==> src/rtl/ysyx_25020037_lsu_axi_master.sv <==
// AXI4-Lite manager bridging the core's single-outstanding load/store port to AXI.
// Handshake rule on every channel: a transfer happens on a clock edge where valid && ready are both high.
module ysyx_25020037_lsu_axi_master #(
  parameter int ADDR_W = 32,
  parameter int DATA_W = 32
) (
  input  logic                clk,
  input  logic                rst,
  input  logic                req_valid,
  output logic                req_ready,
  input  logic                req_wen,
  input  logic [ADDR_W-1:0]   req_addr,
  input  logic [DATA_W-1:0]   req_wdata,
  input  logic [DATA_W/8-1:0] req_wstrb,
  output logic                resp_valid,
  output logic [DATA_W-1:0]   resp_rdata,
  output logic                resp_err,
  output logic [ADDR_W-1:0]   araddr,
  output logic                arvalid,
  input  logic                arready,
  input  logic [DATA_W-1:0]   rdata,
  input  logic [1:0]          rresp,
  input  logic                rvalid,
  output logic                rready,
  output logic [ADDR_W-1:0]   awaddr,
  output logic                awvalid,
  input  logic                awready,
  output logic [DATA_W-1:0]   wdata,
  output logic [DATA_W/8-1:0] wstrb,
  output logic                wvalid,
  input  logic                wready,
  input  logic [1:0]          bresp,
  input  logic                bvalid,
  output logic                bready
);

  typedef enum logic [2:0] {
    IDLE    = 3'd0,
    RD_ADDR = 3'd1,
    RD_DATA = 3'd2,
    WR_REQ  = 3'd3,
    WR_RESP = 3'd4
  } state_t;

  state_t state, state_next;
  logic   aw_done, w_done;
  logic   accept, ar_hs, r_hs, aw_hs, w_hs, b_hs, aw_fin, w_fin;

  assign req_ready = (state == IDLE);
  assign accept    = req_valid & req_ready;
  assign ar_hs     = (state == RD_ADDR) & arvalid & arready;
  assign r_hs      = (state == RD_DATA) & rvalid & rready;
  assign aw_hs     = (state == WR_REQ) & awvalid & awready;
  assign w_hs      = (state == WR_REQ) & wvalid & wready;
  assign b_hs      = (state == WR_RESP) & bvalid & bready;
  // A channel counts as finished if it completed earlier or is completing now.
  assign aw_fin    = aw_done | aw_hs;
  assign w_fin     = w_done | w_hs;

  always_ff @(posedge clk or posedge rst) begin
    if (rst) state <= IDLE;
    else     state <= state_next;
  end

  always_comb begin
    state_next = state;
    case (state)
      IDLE:    if (accept) state_next = req_wen ? WR_REQ : RD_ADDR;
      RD_ADDR: if (ar_hs) state_next = RD_DATA;
      RD_DATA: if (r_hs) state_next = IDLE;
      WR_REQ:  if (aw_fin && w_fin) state_next = WR_RESP;
      WR_RESP: if (b_hs) state_next = IDLE;
      default: state_next = IDLE;
    endcase
  end

  always_ff @(posedge clk or posedge rst) begin
    if (rst) begin
      araddr     <= '0;
      arvalid    <= 1'b0;
      rready     <= 1'b0;
      awaddr     <= '0;
      awvalid    <= 1'b0;
      wdata      <= '0;
      wstrb      <= '0;
      wvalid     <= 1'b0;
      bready     <= 1'b0;
      aw_done    <= 1'b0;
      w_done     <= 1'b0;
      resp_valid <= 1'b0;
      resp_rdata <= '0;
      resp_err   <= 1'b0;
    end else begin
      resp_valid <= 1'b0;
      case (state)
        IDLE: begin
          if (accept) begin
            if (req_wen) begin
              awaddr  <= req_addr;
              wdata   <= req_wdata;
              wstrb   <= req_wstrb;
              awvalid <= 1'b1;
              wvalid  <= 1'b1;
              aw_done <= 1'b0;
              w_done  <= 1'b0;
            end else begin
              araddr  <= req_addr;
              arvalid <= 1'b1;
            end
          end
        end
        RD_ADDR: begin
          if (ar_hs) begin
            arvalid <= 1'b0;
            rready  <= 1'b1;
          end
        end
        RD_DATA: begin
          if (r_hs) begin
            rready     <= 1'b0;
            resp_valid <= 1'b1;
            resp_rdata <= rdata;
            resp_err   <= |rresp;
          end
        end
        WR_REQ: begin
          if (aw_hs) begin
            awvalid <= 1'b0;
            aw_done <= 1'b1;
          end
          if (w_hs) begin
            wvalid <= 1'b0;
            w_done <= 1'b1;
          end
          if (aw_fin && w_fin) begin
            bready  <= 1'b1;
            aw_done <= 1'b0;
            w_done  <= 1'b0;
          end
        end
        WR_RESP: begin
          // resp_rdata keeps the last read value on write responses.
          if (b_hs) begin
            bready     <= 1'b0;
            resp_valid <= 1'b1;
            resp_err   <= |bresp;
          end
        end
        default: ;
      endcase
    end
  end

endmodule

==> config.mk <==
export PLATFORM = sky130hd
export DESIGN_NAME = ysyx_25020037_lsu_axi_master
export DESIGN_NICKNAME = d
export VERILOG_FILES = /design/src/rtl/ysyx_25020037_lsu_axi_master.sv
export SDC_FILE = /design/constraint.sdc
export NUM_CORES = 1
export LEC_CHECK = 0
export ABC_AREA = 0
export CORE_UTILIZATION = 46
export CTS_BUF_LIST = sky130_fd_sc_hd__clkbuf_2
export DETAILED_ROUTE_END_ITERATION = 6
export GPL_TIMING_DRIVEN = 0
export PLACE_DENSITY = 0.84
export SLEW_MARGIN = 20
export SYNTH_ARGS = -nofsm -noshare
export SYNTH_HDL_FRONTEND = slang
export SYNTH_SLANG_ARGS = --single-unit
==> constraint.sdc <==
create_clock -name clk -period 7.85 [get_ports clk]
set_input_delay 1.57 -clock clk [delete_from_list [all_inputs] [get_ports clk]]
set_output_delay 1.57 -clock clk [all_outputs]
set_load 0.02 [all_outputs]
==> results.txt <==
clock sinks: 144
Buf+Inv Stages, Crit Path: 2
final setup TNS: 0 ns
Area growth syn-to-layout: 52.0%
Core Footprint: 11600 um^2
Crit path required time: 6.28 ns
flop2flop setup slack: 5.85 ns
num rows: 39
ranking of synthesized cells by area: dfrtp_1 64%, mux2_2 25%, mux2_4 2.4%, a21oi_1 0.81%, buf_4 0.81%
post-route cell area: 8500 um^2
postcts setup bufs: 0
vias post-DR: 3921
Synth top area share: 0.645
post-synthesis sequential area ratio: 0.645
final hold vios: 0
Synth Area in Compound Gates: 0.0282
Worst EP arrival: 2.26 ns
drt via density: 5.03
dpl cell area: 8330 um^2
clk root buf: clkbuf_2
Crit-path slowest cell: clkdlybuf4s50_1
Syn Area/Cell: 15.9 um^2
Ports: 253
leading area contributor after synthesis: dfrtp_1
number of synthesized register bits: 144
Die Span X: 112 um
Post-Synthesis Cells: 352
WL/cell: 17.6 um
Cell Pwr Density: 414 nW/um^2
XOR/XNOR Fraction of Synth Area: 0
CP endpoint kind: primary output
Syn Std Cell Area: 5590 um^2
largest net degree at the start of global routing: 103
Leakage: 3.63 nW
hold_buf cts: 0
initial antenna violation count: 1
port bufs: 252
Die ar.: 12600 um^2
Worst Tran Pin Value: 0.550 ns
failing checks: design-rule violations
DR pass1 iterations: 7
Peak VDD IR: 0.000244 V
H-tree Lvls: 4
syn_nets: 465
Post-DP HPWL: 10400 um
maximum fanout along the worst path: 10
final period utilization: 0.488
delay-heaviest family, CP: buffers and inverters
count of unique library cells instantiated by Yosys: 29
setup violators final: 0
number of CTS-inserted buffers: 17
layout cell share with drive strength beyond 1: 0.282
kind of critical path: reg2out
initial core utilization: 0.481
multiplexer share of the synthesized area: 0.274
status: finished, violations left
GRT Overall Usage: 0.236
largest family of logic cells by synthesized area: multiplexers
grt ovf: 0
Residual DRC: 17
Synth Warn #: 0
fmax: 261 MHz
Reg clk slew, reported paths: 0.17 ns
fin crit period: 3.83 ns
slowest cell delay on critical path: 0.64 ns
Max Root-Sink Buffers: 2
Final Max Tran Viols: 0
worst min path class: reg2reg
vias in the first global route: 4418
Rel. slew slack: 0.632
total wire length: 13700 um
unrepaired setup endpoints after global routing: false
die height: 112 um
CTS resizes: 0
setup skew after layout: 0.0185 ns
GPL Wtd Cong: 0.821
TritonCTS clock tree: yes
max-cap viol count: 0
Final ANT Viol Nets: 0
Post-Synth Simple-Gate Area: 0.0320
Adder-Cell Fraction of Synth Area: 0
Final #Nets: 737
Cell Chain, Critical Path: clkbuf_1 > nor3_1 > clkdlybuf4s50_1
first-pass GRT wire length: 22700 um
DR iter-0 viols: 127
Worst setup SP type: register
Worst-Skew Late Latency: 0.67 ns
## per-stage QoR
stage / util / worst slack [ns] / hold WS [ns] / total power, W / cells
floorplan: - / 2.41 / 0.492 / 0.00226 / 352
global placement: 0.714 / 0.705 / 0.487 / 0.00314 / 747
detailed placement: 0.717 / 4.32 / 0.494 / 0.00321 / 748
CTS: 0.732 / 3.90 / 0.530 / 0.00356 / 778
global route: 0.732 / 3.81 / 0.546 / 0.00371 / 779
finish: 0.732 / 4.02 / 0.525 / 0.00352 / 779
## final cells by class
type	instances	area [um^2]
Timing Repair Buffer	253	2550
Sequential cell	144	3600
Clock buffer	19	95.1
Multi-Input combinational cell	189	1870
Fill cell	794	3120
Antenna cell	1	2.50
Tap cell	143	179
Clock inverter	11	75.1
Buffer	17	110
Inverter	2	15.0
## where the power goes
| group | switching (W) | leakage [nW] | internal [W] |
|---|---|---|---|
| registers | 0.000197 | 1.74 | 0.00110 |
| logic | 0.000861 | 1.78 | 0.00101 |
| clock network | 0.000238 | 0.114 | 0.000105 |
| total | 0.00130 | 3.63 | 0.00222 |
## state kept, by name, indices dropped and copies added (netlist names)
name        flops
araddr         32
arvalid         1
aw_done         1
awaddr         32
awvalid         1
bready          1
resp_err        1
resp_rdata     32
resp_valid      1
rready          1
state           3
w_done          1
wdata          32
wstrb           4
wvalid          1
## worst paths after layout
path,from,to,cells past startpoint
worst max-delay path,state[0]$_DFFE_PP0P_,req_ready,3
worst min-delay path,resp_rdata[19]$_DFFE_PP0P_,resp_rdata[19]$_DFFE_PP0P_,1
worst max register to register,state[0]$_DFFE_PP0P_,araddr[22]$_DFFE_PP0P_,5
worst min register to register,resp_rdata[19]$_DFFE_PP0P_,resp_rdata[19]$_DFFE_PP0P_,1
max in group asynchronous,rst,wdata[1]$_DFFE_PP0P_,3
min in group asynchronous,rst,awaddr[5]$_DFFE_PP0P_,2
## cell usage after synthesis
master	n
nor2b_1	3
inv_1	2
a21oi_1	9
o22ai_1	1
a32oi_1	1
nor2_1	9
nand4bb_1	1
buf_6	2
mux2_4	9
nor3_1	2
mux2_2	124
nor3b_1	1
nand2_2	1
buf_2	7
nand3_1	1
clkbuf_1	2
buf_4	6
dfrtp_1	144
a211oi_1	1
a31o_2	1
nand2_1	10
a22o_1	2
o21ai_0	3
a41oi_1	1
nor4b_4	1
a31oi_1	5
nor3b_4	1
a221oi_1	1
or2_2	1
## placed cells by master, fill, tap and decap left out, drive strengths merged, types with 3 or more instances in the layout
cell type	instances
nor2b	3
a31oi	5
clkdlybuf4s50	252
a21oi	9
clkbuf	21
buf	16
o21ai	3
nand2	11
dfrtp	144
mux2	133
clkinv	9
nor2	9
## kinds of logic (layout without fill, tap and decap cells)
kind of cell           count (synthesis)  count (layout)
AO/OA/AOI/OAI                         25              25
buffers and inverters                 19             302
flip-flops                           144             144
multiplexers                         133             133
other                                  0               1
AND/OR/NAND/NOR                       31              31
## metal layers
metal,vias to the layer above,wire length (um),part of all wire,track usage
met1,1912,5010,0.37,0.264
met3,25,1130,0.083,0.0772
met4,0,398,0.029,0.119
met2,179,7130,0.52,0.406
met5,-,0,0,0
li1,1805,-,-,-
(Power assumes the default switching activity.)
